`config.mk`:
```
export PLATFORM = sky130hd
export DESIGN_NAME = alu_sequencer
export DESIGN_NICKNAME = d
export VERILOG_FILES = /design/src/rtl/alu_sequencer.sv
export SDC_FILE = /design/constraint.sdc
export NUM_CORES = 1
export LEC_CHECK = 0
export BUFFER_PORTS_ARGS = -buffer_cell sky130_fd_sc_hd__buf_2
export CORE_UTILIZATION = 55
export CTS_BUF_LIST = sky130_fd_sc_hd__clkbuf_4 sky130_fd_sc_hd__clkbuf_8
export CTS_CLUSTER_SIZE = 40
export DETAILED_ROUTE_END_ITERATION = 7
export PLACE_DENSITY = 0.9
export SLEW_MARGIN = 20
export SYNTH_ARGS = -nofsm -noshare
export SYNTH_HDL_FRONTEND = slang
export SYNTH_SLANG_ARGS = --single-unit
```
`constraint.sdc`:
```
create_clock -name clk -period 2.36 [get_ports clk]
set_input_delay 0.236 -clock clk [delete_from_list [all_inputs] [get_ports clk]]
set_output_delay 0.236 -clock clk [all_outputs]
set_load 0.05 [all_outputs]
```
`src/rtl/alu_sequencer.sv`:
```
// Sequences single-operand-pair instructions through an external 8-bit ALU and writes results back to a 4x8 register file.
// Define ALU_SEQ_DIVZERO_TRAP_EN to trap divide-by-zero (no write-back) instead of writing 8'hFF.
module alu_sequencer #(
    parameter int unsigned SETTLE_CYCLES = 1
) (
    input  logic       clk,
    input  logic       rst_n,
    input  logic       instr_valid,
    output logic       instr_ready,
    input  logic [2:0] instr_op,
    input  logic [1:0] instr_dst,
    input  logic [1:0] instr_src,
    input  logic [7:0] instr_imm,
    input  logic       instr_imm_sel,
    output logic [7:0] alu_a,
    output logic [7:0] alu_b,
    output logic [2:0] alu_opr,
    output logic       alu_en,
    output logic [7:0] alu_direct,
    output logic       alu_direct_en,
    input  logic [7:0] alu_result,
    output logic       wr_valid,
    output logic [1:0] wr_dst,
    output logic [7:0] wr_data,
    output logic       flag_z,
    output logic       flag_n,
    output logic       err_div0,
    output logic       busy,
    input  logic [1:0] rd_addr,
    output logic [7:0] rd_data,
    output logic [1:0] dbg_state
);

    // Handshake: an instruction transfers on the rising edge where instr_valid and
    // instr_ready are both 1; instr_valid while instr_ready is 0 has no effect.
    typedef enum logic [1:0] {
        IDLE    = 2'd0,
        ISSUE   = 2'd1,
        CAPTURE = 2'd2
    } state_t;

    localparam logic [2:0] OP_SUB = 3'd1;
    localparam logic [2:0] OP_DIV = 3'd3;
    localparam logic [2:0] OP_CMP = 3'd7;
    localparam logic [3:0] SETTLE_LAST = 4'(SETTLE_CYCLES - 1);

    state_t     state, state_nxt;
    logic [3:0] cnt;
    logic [7:0] regs [4];
    logic [2:0] op_q;
    logic [1:0] dst_q;
    logic [7:0] a_q, b_q;
    logic       sel_q, div0_q;

    logic       accept, div0_det, cap_write;
    logic [7:0] b_sel, cap_data;

    assign accept    = instr_valid && (state == IDLE);
    assign b_sel     = instr_imm_sel ? instr_imm : regs[instr_src];
    assign div0_det  = (instr_op == OP_DIV) && (b_sel == 8'd0);
    assign rd_data   = regs[rd_addr];
    assign dbg_state = state;

    always_comb begin
        state_nxt = state;
        case (state)
            IDLE:    if (accept) state_nxt = div0_det ? CAPTURE : ISSUE;
            ISSUE:   if (cnt == SETTLE_LAST) state_nxt = CAPTURE;
            CAPTURE: state_nxt = IDLE;
            default: state_nxt = IDLE;
        endcase
    end

    always_comb begin
        instr_ready   = (state == IDLE);
        busy          = (state != IDLE);
        alu_en        = 1'b0;
        alu_a         = '0;
        alu_b         = '0;
        alu_opr       = '0;
        alu_direct    = '0;
        alu_direct_en = 1'b0;
        wr_valid      = 1'b0;
        wr_dst        = '0;
        wr_data       = '0;
        // A divide-by-zero skips ISSUE and never enables the ALU.
        if ((state == ISSUE) || ((state == CAPTURE) && !div0_q)) begin
            alu_en  = 1'b1;
            alu_a   = a_q;
            alu_opr = (op_q == OP_CMP) ? OP_SUB : op_q;
            if (sel_q) begin
                alu_direct    = b_q;
                alu_direct_en = 1'b1;
            end else begin
                alu_b = b_q;
            end
        end
        cap_data  = div0_q ? 8'hFF : alu_result;
        cap_write = (state == CAPTURE) && (op_q != OP_CMP);
`ifdef ALU_SEQ_DIVZERO_TRAP_EN
        cap_write = cap_write && !div0_q;
`endif
        if (cap_write) begin
            wr_valid = 1'b1;
            wr_dst   = dst_q;
            wr_data  = cap_data;
        end
    end

    always_ff @(posedge clk or negedge rst_n) begin
        if (!rst_n) begin
            state    <= IDLE;
            cnt      <= '0;
            op_q     <= '0;
            dst_q    <= '0;
            a_q      <= '0;
            b_q      <= '0;
            sel_q    <= 1'b0;
            div0_q   <= 1'b0;
            flag_z   <= 1'b0;
            flag_n   <= 1'b0;
            err_div0 <= 1'b0;
            for (int i = 0; i < 4; i++) regs[i] <= '0;
        end else begin
            state <= state_nxt;
            if ((state == ISSUE) && (state_nxt == ISSUE)) cnt <= cnt + 4'd1;
            else cnt <= '0;
            if (accept) begin
                op_q     <= instr_op;
                dst_q    <= instr_dst;
                a_q      <= regs[instr_dst];
                b_q      <= b_sel;
                sel_q    <= instr_imm_sel;
                div0_q   <= div0_det;
                err_div0 <= div0_det;
            end
            if (cap_write) regs[dst_q] <= cap_data;
            if (state == CAPTURE) begin
`ifdef ALU_SEQ_DIVZERO_TRAP_EN
                if (!div0_q) begin
                    flag_z <= (cap_data == 8'd0);
                    flag_n <= cap_data[7];
                end
`else
                flag_z <= (cap_data == 8'd0);
                flag_n <= cap_data[7];
`endif
            end
        end
    end

endmodule

```
==> results of run 1 <==
## kinds of logic after synthesis
logic type | count (synthesis)
fa+ha+maj | 2
compound gates | 68
buf+inv | 30
simple gates | 132
xor+xnor | 2
mux | 46
flops | 63
## flip-flops by register name, summed over array words and instances, names as in the netlist
signal and count:
div0_q 1, dst_q 2, sel_q 1, op_q 3
flag_z 1, dbg_state 2, a_q 8, regs 32
flag_n 1, cnt 4, b_q 8
## metal layers
metal  track usage  vias up
li1              -     1394
met3       0.07363       26
met5             0        -
met2        0.4579      180
met1        0.3668     1501
met4        0.1328        0
## placed cells by master (no fill, tap or decap), drive strengths merged, types with 5 or more instances in the layout
cell type | synthesis | final
mux2 | 17 | 17
nor4 | 5 | 5
mux2i | 13 | 13
buf | 10 | 88
clkbuf | 10 | 11
and2 | 24 | 24
and3 | 10 | 10
dfrtp | 63 | 63
o21ai | 44 | 44
mux4 | 16 | 16
nand2 | 46 | 46
inv | 10 | 10
nor2 | 23 | 23
## worst reg2reg max path: stages (launching register included)
cell and delay, ns:
dfrtp_1 0.42, nand2b_4 0.18, a31o_1 0.32, or3_1 0.65, nand2_1 0.23, o21ai_2 0.07
## power breakdown
part,internal (mW),switching [mW],leakage (nW)
sequential,1.51,0.475,0.769
clock,0.626,0.418,0.113
combinational,0.816,1.40,1.22
total,2.96,2.30,2.10
## cell type report
cell class	instances	area, um^2	share of cell area
multi-input cells	250	1847	0.4363
flip-flops and latches	63	1577	0.3724
repair buffers	89	462.9	0.1094
clock buffers	11	145.1	0.03429
well taps	75	93.84	0.02217
clock inverters	4	70.07	0.01655
inverters	10	37.54	0.008868
## timing repair
action | 4_1_cts | 5_1_grt
setup endpoints to repair | 0 | 8
hold buffers | 1 | 0
gates resized for setup | 0 | 1
hold endpoints to repair | 30 | 0
## through the flow
stage | utilization | power [mW] | hold slack, ns
6_report | 0.6944 | 5.252 | 0.1491
5_1_grt | 0.6944 | 5.510 | 0.1467
4_1_cts | 0.6940 | 5.233 | 0.1387
3_5_place_dp | 0.6570 | 4.185 | 0.3211
3_3_place_gp | 0.6570 | 4.074 | 0.3153
2_1_floorplan | - | 3.581 | -0.05959
## worst max path at each step
stage                           start                    to  slack, ns  depth (start not counted)
5_1_grt        dbg_state[1]$_DFF_PN0_              alu_b[3]       0.05                          5
4_1_cts        dbg_state[1]$_DFF_PN0_              alu_b[2]       0.12                          5
6_report       dbg_state[1]$_DFF_PN0_              alu_b[2]       0.23                          5
2_1_floorplan      div0_q$_DFFE_PN0P_              alu_a[0]       0.18                          4
3_5_place_dp   dbg_state[0]$_DFF_PN0_  regs[25]$_DFFE_PN0P_       0.41                          5
3_3_place_gp   dbg_state[0]$_DFF_PN0_  regs[26]$_DFFE_PN0P_       0.49                          5
==> metrics, run 1 <==
status complete, no violations; mux cell area share after synthesis 0.1911; flops & latches, synth between 60 and 70; hold_sp instr_op[1]; TNS Setup 0 ns; DR WL met2 4.293 mm; final hold violation count 0; Starting Density 0.5854; Distinct cells, synth 49; Hold Crit Class input port to flip-flop; crit path kind flip-flop to output port; critical path data required time between 2 and 2.5 ns; first-pass GRT wire length about 14 mm; Adder-Cell Fraction of Synth Area 0.007013; ANT nets after route 0; Synth Area in Compound Gates 0.1255; crit-path cells nand2b_1 > o21ai_1 > nor2b_2 > and2_1 > buf_2; # IOs 84; DRC 0; top cell type's share of synthesized area 0.4418; commonest cells in the netlist 63 x dfrtp_1, 44 x nand2_1, 33 x o21ai_0; post-route minimum period about 2.1 ns; # diodes 0; H-Tree Depth 3; max incr delay on CP ~0.45 ns; die area between 6000 and 7000 um^2; DR vias 3101; Die Y 82.55 um; Setup Fix Bufs, Post-CTS 0; Syn Area/Cell roughly 10 um^2; Worst path slowest cell dfrtp_1; Max Slew Vio Count 0; clk sink count 63; ys async rst share 1.000; NumNets Final roughly 450; drt wl/cell between 15 and 20 um; Worst Setup End Kind output port; PortBufs just over 80; gr ovfl total 0; Buf/Inv on CP 1; crit path DAT approximately 1.9 ns; top layer in use met4; Achievable Freq 469.7 MHz; R2R cell count 5; Met1 Wirelength around 3.6 mm; total CTS buffers 9; sequential fraction of the synthesis area 0.4418; dpl hpwl about 6.6 mm; crit path max fanout 8; Bufs on Longest Clock Path 2; DR WL met3 794 um; hold depth 2; EDFF count, synth 0; Critical R2R Launch dbg_state[0]$_DFF_PN0_; core footprint 6096 um^2; pwr dens approximately 1200 nW/um^2; Reg-to-Reg End regs[31]$_DFFE_PN0P_; first drt pass iteration count 5; clock transition at the registers of the reported paths roughly 0.07 ns; setup slack after layout ~0.23 ns; row count 28; CP delay by family, top simple AND/OR/NAND/NOR gates; total routed wirelength approximately 8.9 mm; hold endpoint op_q[1]$_DFFE_PN0P_; clock skew just under 0.01 ns; Worst-Margin Slew 0.7171 ns; Post-Syn Instances ~340; initial antenna violation count 0; Filler cells around 470; Die Width about 83 um; max-cap violations 0; CTS Root Cell clkbuf_8; CTS tree built; Leak 2.101 nW; final setup fails 0; DRT iter0 DRCs 263; max_slew headroom 0.5219; Yosys top cell by area dfrtp_1; VDD IR-drop max between 0.0008 and 0.0009 V; largest net degree at the start of global routing 33; Main synth FF type dfrtp_1; XOR/XNOR Fraction of Synth Area 0.004909; gr usage total 0.2864; layout cell share with drive strength beyond 1 0.3583; largest family of logic cells by synthesized area multiplexers; cell count after placement approximately 490; vias in the first global route ~2800; Vias/cell 6.177; Simple-Gate Fraction of Synth Area 0.1876; Post-Layout Inst Area between 4000 and 5000 um^2; unrepaired setup endpoints after global routing no; Synth Net Count 374; DP Worst Slack just over 0.4 ns; Syn Std Cell Area 3568 um^2; Skew-Pair Late Insertion Delay ~0.35 ns; top cells by area, synth dfrtp_1 44%, mux4_2 10%, mux2_2 5.0%; Worst R2R Setup Slack about 0.36 ns; GPL Wtd Cong 0.9363; most common cell in the netlist dfrtp_1; share of the clock period used by the worst path 0.9021; Synth warnings 0; Worst Setup Start Kind flip-flop; Layout Cells excl Fill 502; Cell Area, Placed ~4000 um^2; area delta synth->final 18.62%
No activity file was read; power rests on OpenSTA's default activity.
==> run 2: changes to the inputs <==
Settings changed: REMOVE_ABC_BUFFERS set to 1.
==> run 2 against run 1 <==
Effect of this change: global-route usage shrank 2.3 points; maximum frequency is 0.18% higher; clock power rose by 4%; sequential share of layout area fell by 0.23 points; setup slack improved by 0.0038 ns; hold slack worse by 0.0035 ns; design area grew 0.62%; cell count rose by 0.20%; non-clock buffer count unchanged; largest cell class unchanged.
==> metrics, run 2 (synthesized netlist as in run 1, its figures left out) <==
status complete, no violations; NumNets Final 454 (unchanged); Hold Crit Class input port to flip-flop; Worst Setup Start Kind flip-flop; most common cell after layout, fill and taps aside buf_2; DR WL met2 4.076 mm (-5.1%); clock transition at the registers of the reported paths 0.07 ns (about the same); crit path DAT 1.89 ns (about the same); gr usage total 0.2635 (-0.02288); final hold violation count 0 (unchanged); pwr dens 1238 nW/um^2 (-0.23%); most frequent cells in the layout 83 x buf_2, 63 x dfrtp_1, 44 x nand2_1, 32 x o21ai_0, 23 x and2_1; Worst-Margin Slew 0.7053 ns (-0.01181 ns); Critical R2R Launch dbg_state[0]$_DFF_PN0_; Die Width 82.55 um (unchanged); Cell Area, Placed 4015 um^2 (+0.25%); R2R cell count 6 (+1); largest net degree at the start of global routing 38 (+15%); # IOs 84 (unchanged); Die Y 82.55 um (unchanged); Met1 Wirelength 3.806 mm (+6.4%); core footprint 6096 um^2 (unchanged); GPL Wtd Cong 0.9259 (-1.1%); PortBufs 83 (unchanged); crit path kind flip-flop to output port; Final Util 0.6987 (+0.004310); DR vias 2995 (-3.4%); Achievable Freq 470.5 MHz (+0.18%); DRT iter0 DRCs 243 (-7.6%); Buf/Inv on CP 2 (+1); Biggest register regs; die area 6815 um^2 (unchanged); area delta synth->final 19.35%; CP delay by family, top buffers and inverters; Starting Density 0.5854 (unchanged); Overall Power 5.272 mW (+0.39%); CTS Root Cell clkbuf_8; DRC 0 (unchanged); vias in the first global route 2557 (-9.8%); share of the clock period used by the worst path 0.9005 (-0.001607); Filler cells 455 (-2.2%); hold depth 2 (unchanged); top layer in use met4; initial antenna violation count 0 (unchanged); hold_sp instr_op[2]; clk sink count 63 (unchanged); crit path max fanout 21 (+13); drt wl/cell 17.03 um (-4.1%); Max Slew Vio Count 0 (unchanged); total routed wirelength 8.564 mm (-3.9%); Worst R2R Setup Slack 0.33 ns (-0.03 ns); Vias/cell 5.954 (-3.6%); gr ovfl total 0 (unchanged); max incr delay on CP 0.44 ns (about the same); max_slew headroom 0.5298 (+0.007874); ANT nets after route 0 (unchanged); Setup Fix Bufs, Post-CTS 0 (unchanged); VDD IR-drop max 0.0007506 V (-11%); Top Registers regs x32, a_q x8, b_q x8; final setup fails 0 (unchanged); Worst path slowest cell dfrtp_1; TNS Setup 0 ns (unchanged); critical path data required time 2.12 ns (about the same); CTS tree built; max-cap violations 0 (unchanged); max FFs per register 32 (unchanged); post-route minimum period 2.125 ns (-0.003792 ns); crit-path cells nand2b_1 > o21ai_1 > buf_4 > and3_1 > buf_2; Reg-to-Reg End regs[17]$_DFFE_PN0P_; DR WL met3 551 um (-31%); # diodes 0 (unchanged); unrepaired setup endpoints after global routing no; Post-Layout Inst Area 4259 um^2 (+0.62%); Skew-Pair Late Insertion Delay 0.35 ns (about the same); first-pass GRT wire length 13.05 mm (-6.1%); row count 28 (unchanged); H-Tree Depth 3 (unchanged); Leak 2.104 nW (+0.14%); Bufs on Longest Clock Path 2 (unchanged); first drt pass iteration count 5 (unchanged); total CTS buffers 9 (unchanged); dpl hpwl 6.339 mm (-3.3%); layout cell share with drive strength beyond 1 0.3575 (-0.0008372); hold endpoint op_q[2]$_DFFE_PN0P_; clock skew 0.009936 ns (+0.0003173 ns); Worst Setup End Kind output port
run 2: cell types whose count changed in the layout (fill, tap and decap cells not counted), sizes merged:
cell | previous run | this run
clkinvlp | 0 | 2
clkinv | 2 | 1
run 2: power breakdown:
| group | internal [mW] | switching (mW) |
|---|---|---|
| registers | 1.51 | 0.456 |
| clock network | 0.650 | 0.425 |
| logic | 0.819 | 1.41 |
| total | 2.98 | 2.29 |
run 2: cell type report:
type,instances,area (um^2),share of cell area
flip-flops and latches,63,1577,0.3702
repair buffers,89,475.5,0.1116
well taps,75,93.84,0.02203
clock inverters,5,80.08,0.01880
clock buffers,11,151.4,0.03555
inverters,10,37.54,0.008813
multi-input cells,250,1844,0.4330
run 2: layer usage:
layer  vias up  GRT usage
met5         -          0
met4         0     0.1034
met3        17    0.04396
met2       125     0.4074
met1      1455     0.3725
li1       1398          -
run 2: how the worst max path moves through the flow:
stage	start	to	slack [ns]	cells after the start
6_report	dbg_state[1]$_DFF_PN0_	alu_direct[3]	0.23	5
4_1_cts	dbg_state[1]$_DFF_PN0_	alu_b[3]	0.12	5
3_3_place_gp	dbg_state[0]$_DFF_PN0_	regs[31]$_DFFE_PN0P_	0.51	5
2_1_floorplan	dbg_state[0]$_DFF_PN0_	alu_b[0]	-1.34	4
3_5_place_dp	dbg_state[0]$_DFF_PN0_	regs[30]$_DFFE_PN0P_	0.42	5
5_1_grt	dbg_state[1]$_DFF_PN0_	alu_b[3]	0.1	5
run 2: through the flow:
stage / std cells / hold WS, ns / setup WS, ns
after floorplan: 323 / -0.05959 / -1.336
final: 503 / 0.1455 / 0.2348
after global routing: 503 / 0.1478 / 0.09567
after global placement: 486 / 0.2759 / 0.5068
after CTS: 503 / 0.1335 / 0.1234
after detailed placement: 486 / 0.2817 / 0.4158
run 2: timing repair:
action                                  4_1_cts  5_1_grt
gates resized for setup                       0        1
hold endpoints to repair                     26        0
hold buffers                                  1        0
endpoints found under the setup margin        0        8
==> run 3: changes to the inputs <==
Settings changed: MAX_ROUTING_LAYER set to met4.
==> run 3 against run 2 <==
Effect of this change: total power down 0.12%; highest routed layer unchanged; clock skew is 0.00097 ns higher; critical path depth did not move; sequential power about the same; routed wire length is 0.34% lower; utilization stayed put; first-iteration DRC count shrank 14%; design area stayed put; global-route usage is 0.80 points higher; sequential share of layout area unchanged; register-to-register slack is essentially flat.
==> metrics, run 3 (synthesized netlist as in run 1, its figures left out) <==
clk sink count 63 (unchanged); total routed wirelength 8.535 mm (-0.34%); ANT nets after route 0 (unchanged); Max Slew Vio Count 0 (unchanged); clock transition at the registers of the reported paths 0.07 ns (about the same); Hold Crit Class input port to flip-flop; Overall Power 5.265 mW (-0.12%); NumNets Final 454 (unchanged); total CTS buffers 9 (unchanged); Final Util 0.6987 (unchanged); crit path DAT 1.89 ns (about the same); Achievable Freq 470.9 MHz (about the same); Worst-Margin Slew 0.7045 ns (-0.0008149 ns); Starting Density 0.5854 (unchanged); initial antenna violation count 0 (unchanged); first-pass GRT wire length 13.03 mm (about the same); hold_sp instr_op[2]; VDD IR-drop max 0.0007516 V (+0.14%); DRC 0 (unchanged); Die Y 82.55 um (unchanged); CTS Root Cell clkbuf_8; hold slack 0.1444 ns (-0.001098 ns); Vias/cell 5.964 (+0.17%); max-cap violations 0 (unchanged); die area 6815 um^2 (unchanged); drt wl/cell 16.97 um (-0.34%); unrepaired setup endpoints after global routing no; final setup fails 0 (unchanged); cell count after placement 486 (unchanged); Leak 2.104 nW (unchanged); R2R cell count 6 (unchanged); Critical R2R Launch dbg_state[0]$_DFF_PN0_; layout cell share with drive strength beyond 1 0.3575 (unchanged); PortBufs 83 (unchanged); DRT iter0 DRCs 210 (-14%); area delta synth->final 19.35% (unchanged); hold endpoint op_q[2]$_DFFE_PN0P_; max_slew headroom 0.5303 (+0.0005430); Reg-to-Reg End regs[17]$_DFFE_PN0P_; final hold violation count 0 (unchanged); critical path data required time 2.12 ns (about the same); row count 28 (unchanged); gr ovfl total 0 (unchanged); share of the clock period used by the worst path 0.8999 (about the same); Setup Fix Bufs, Post-CTS 0 (unchanged); CTS tree built; crit path kind flip-flop to output port; gr usage total 0.2715 (+0.008002); Biggest register regs; pwr dens 1236 nW/um^2 (-0.12%); setup slack after layout 0.2363 ns (+0.001504 ns); largest net degree at the start of global routing 38 (unchanged); # IOs 84 (unchanged); dpl hpwl 6.339 mm (unchanged); max FFs per register 32 (unchanged); core footprint 6096 um^2 (unchanged); H-Tree Depth 3 (unchanged); DP Worst Slack 0.4158 ns (unchanged); Top Registers regs x32, a_q x8, b_q x8; most common cell after layout, fill and taps aside buf_2; # diodes 0 (unchanged); DR vias 3000 (+0.17%); hold depth 2 (unchanged); Worst R2R Setup Slack 0.33 ns (about the same); Layout Cells excl Fill 503 (unchanged); Worst Setup Start Kind flip-flop; Worst Setup End Kind output port; Die Width 82.55 um (unchanged); clock skew 0.01090 ns (+0.0009677 ns); crit path max fanout 8 (-62%); most frequent cells in the layout 83 x buf_2, 63 x dfrtp_1, 44 x nand2_1, 32 x o21ai_0, 23 x and2_1; post-route minimum period 2.124 ns (-0.001504 ns); Skew-Pair Late Insertion Delay 0.35 ns (about the same); first drt pass iteration count 5 (unchanged); Bufs on Longest Clock Path 2 (unchanged); vias in the first global route 2563 (+0.23%); status complete, no violations; Filler cells 455 (unchanged); GPL Wtd Cong 0.9422 (+1.8%)
-- run 3: cell counts in the layout (fill, tap and decap cells not counted) --
Identical to the previous run, type by type.
-- run 3: what timing repair did --
action / in CTS / in global routing
hold buffers: 1 / 0
setup endpoints to repair: 0 / 8
gates resized for setup: 0 / 1
hold endpoints to repair: 26 / 0
-- run 3: final cells by class --
class                           instances  area (um^2)  share of cell area
Clock inverter                          5        80.08             0.01880
Inverter                               10        37.54            0.008813
Tap cell                               75        93.84             0.02203
Timing Repair Buffer                   89        475.5              0.1116
Sequential cell                        63         1577              0.3702
Clock buffer                           11        151.4             0.03555
Multi-Input combinational cell        250         1844              0.4330
-- run 3: power breakdown --
| part | leakage, nW | total (mW) | switching, mW | internal (mW) |
|---|---|---|---|---|
| registers | 0.769 | 1.97 | 0.455 | 1.51 |
| logic | 1.22 | 2.22 | 1.41 | 0.819 |
| clock network | 0.112 | 1.07 | 0.422 | 0.650 |
| total | 2.10 | 5.27 | 2.28 | 2.98 |
-- run 3: metal layers --
metal	vias to the layer above	global-route usage	share of wire
met4	0	0.1034	0.018
met1	1436	0.3725	0.44
met3	21	0.04396	0.073
met5	-	-	0
met2	147	0.4083	0.47
li1	1396	-	-
-- run 3: worst max-delay path by stage --
stage | start | endpoint | slack (ns) | depth (start not counted)
after floorplan | dbg_state[0]$_DFF_PN0_ | alu_b[0] | -1.34 | 4
after global placement | dbg_state[0]$_DFF_PN0_ | regs[31]$_DFFE_PN0P_ | 0.51 | 5
after detailed placement | dbg_state[0]$_DFF_PN0_ | regs[30]$_DFFE_PN0P_ | 0.42 | 5
after CTS | dbg_state[1]$_DFF_PN0_ | alu_b[3] | 0.12 | 5
after global routing | dbg_state[1]$_DFF_PN0_ | alu_b[3] | 0.1 | 5
final | dbg_state[1]$_DFF_PN0_ | alu_b[3] | 0.24 | 5
-- run 3: metrics by stage --
step	area, um^2	setup TNS (ns)
CTS	4257	0
global route	4259	0
finish	4259	0
detailed placement	4015	0
global placement	4015	0
floorplan	3456	-43.55
-- run 3: worst max-delay path: stages, from the launching register on --
cell and delay, ns:
dfrtp_1 0.43, nand2b_1 0.23, o21ai_1 0.17, nor2b_2 0.29, and2_1 0.15, buf_2 0.25
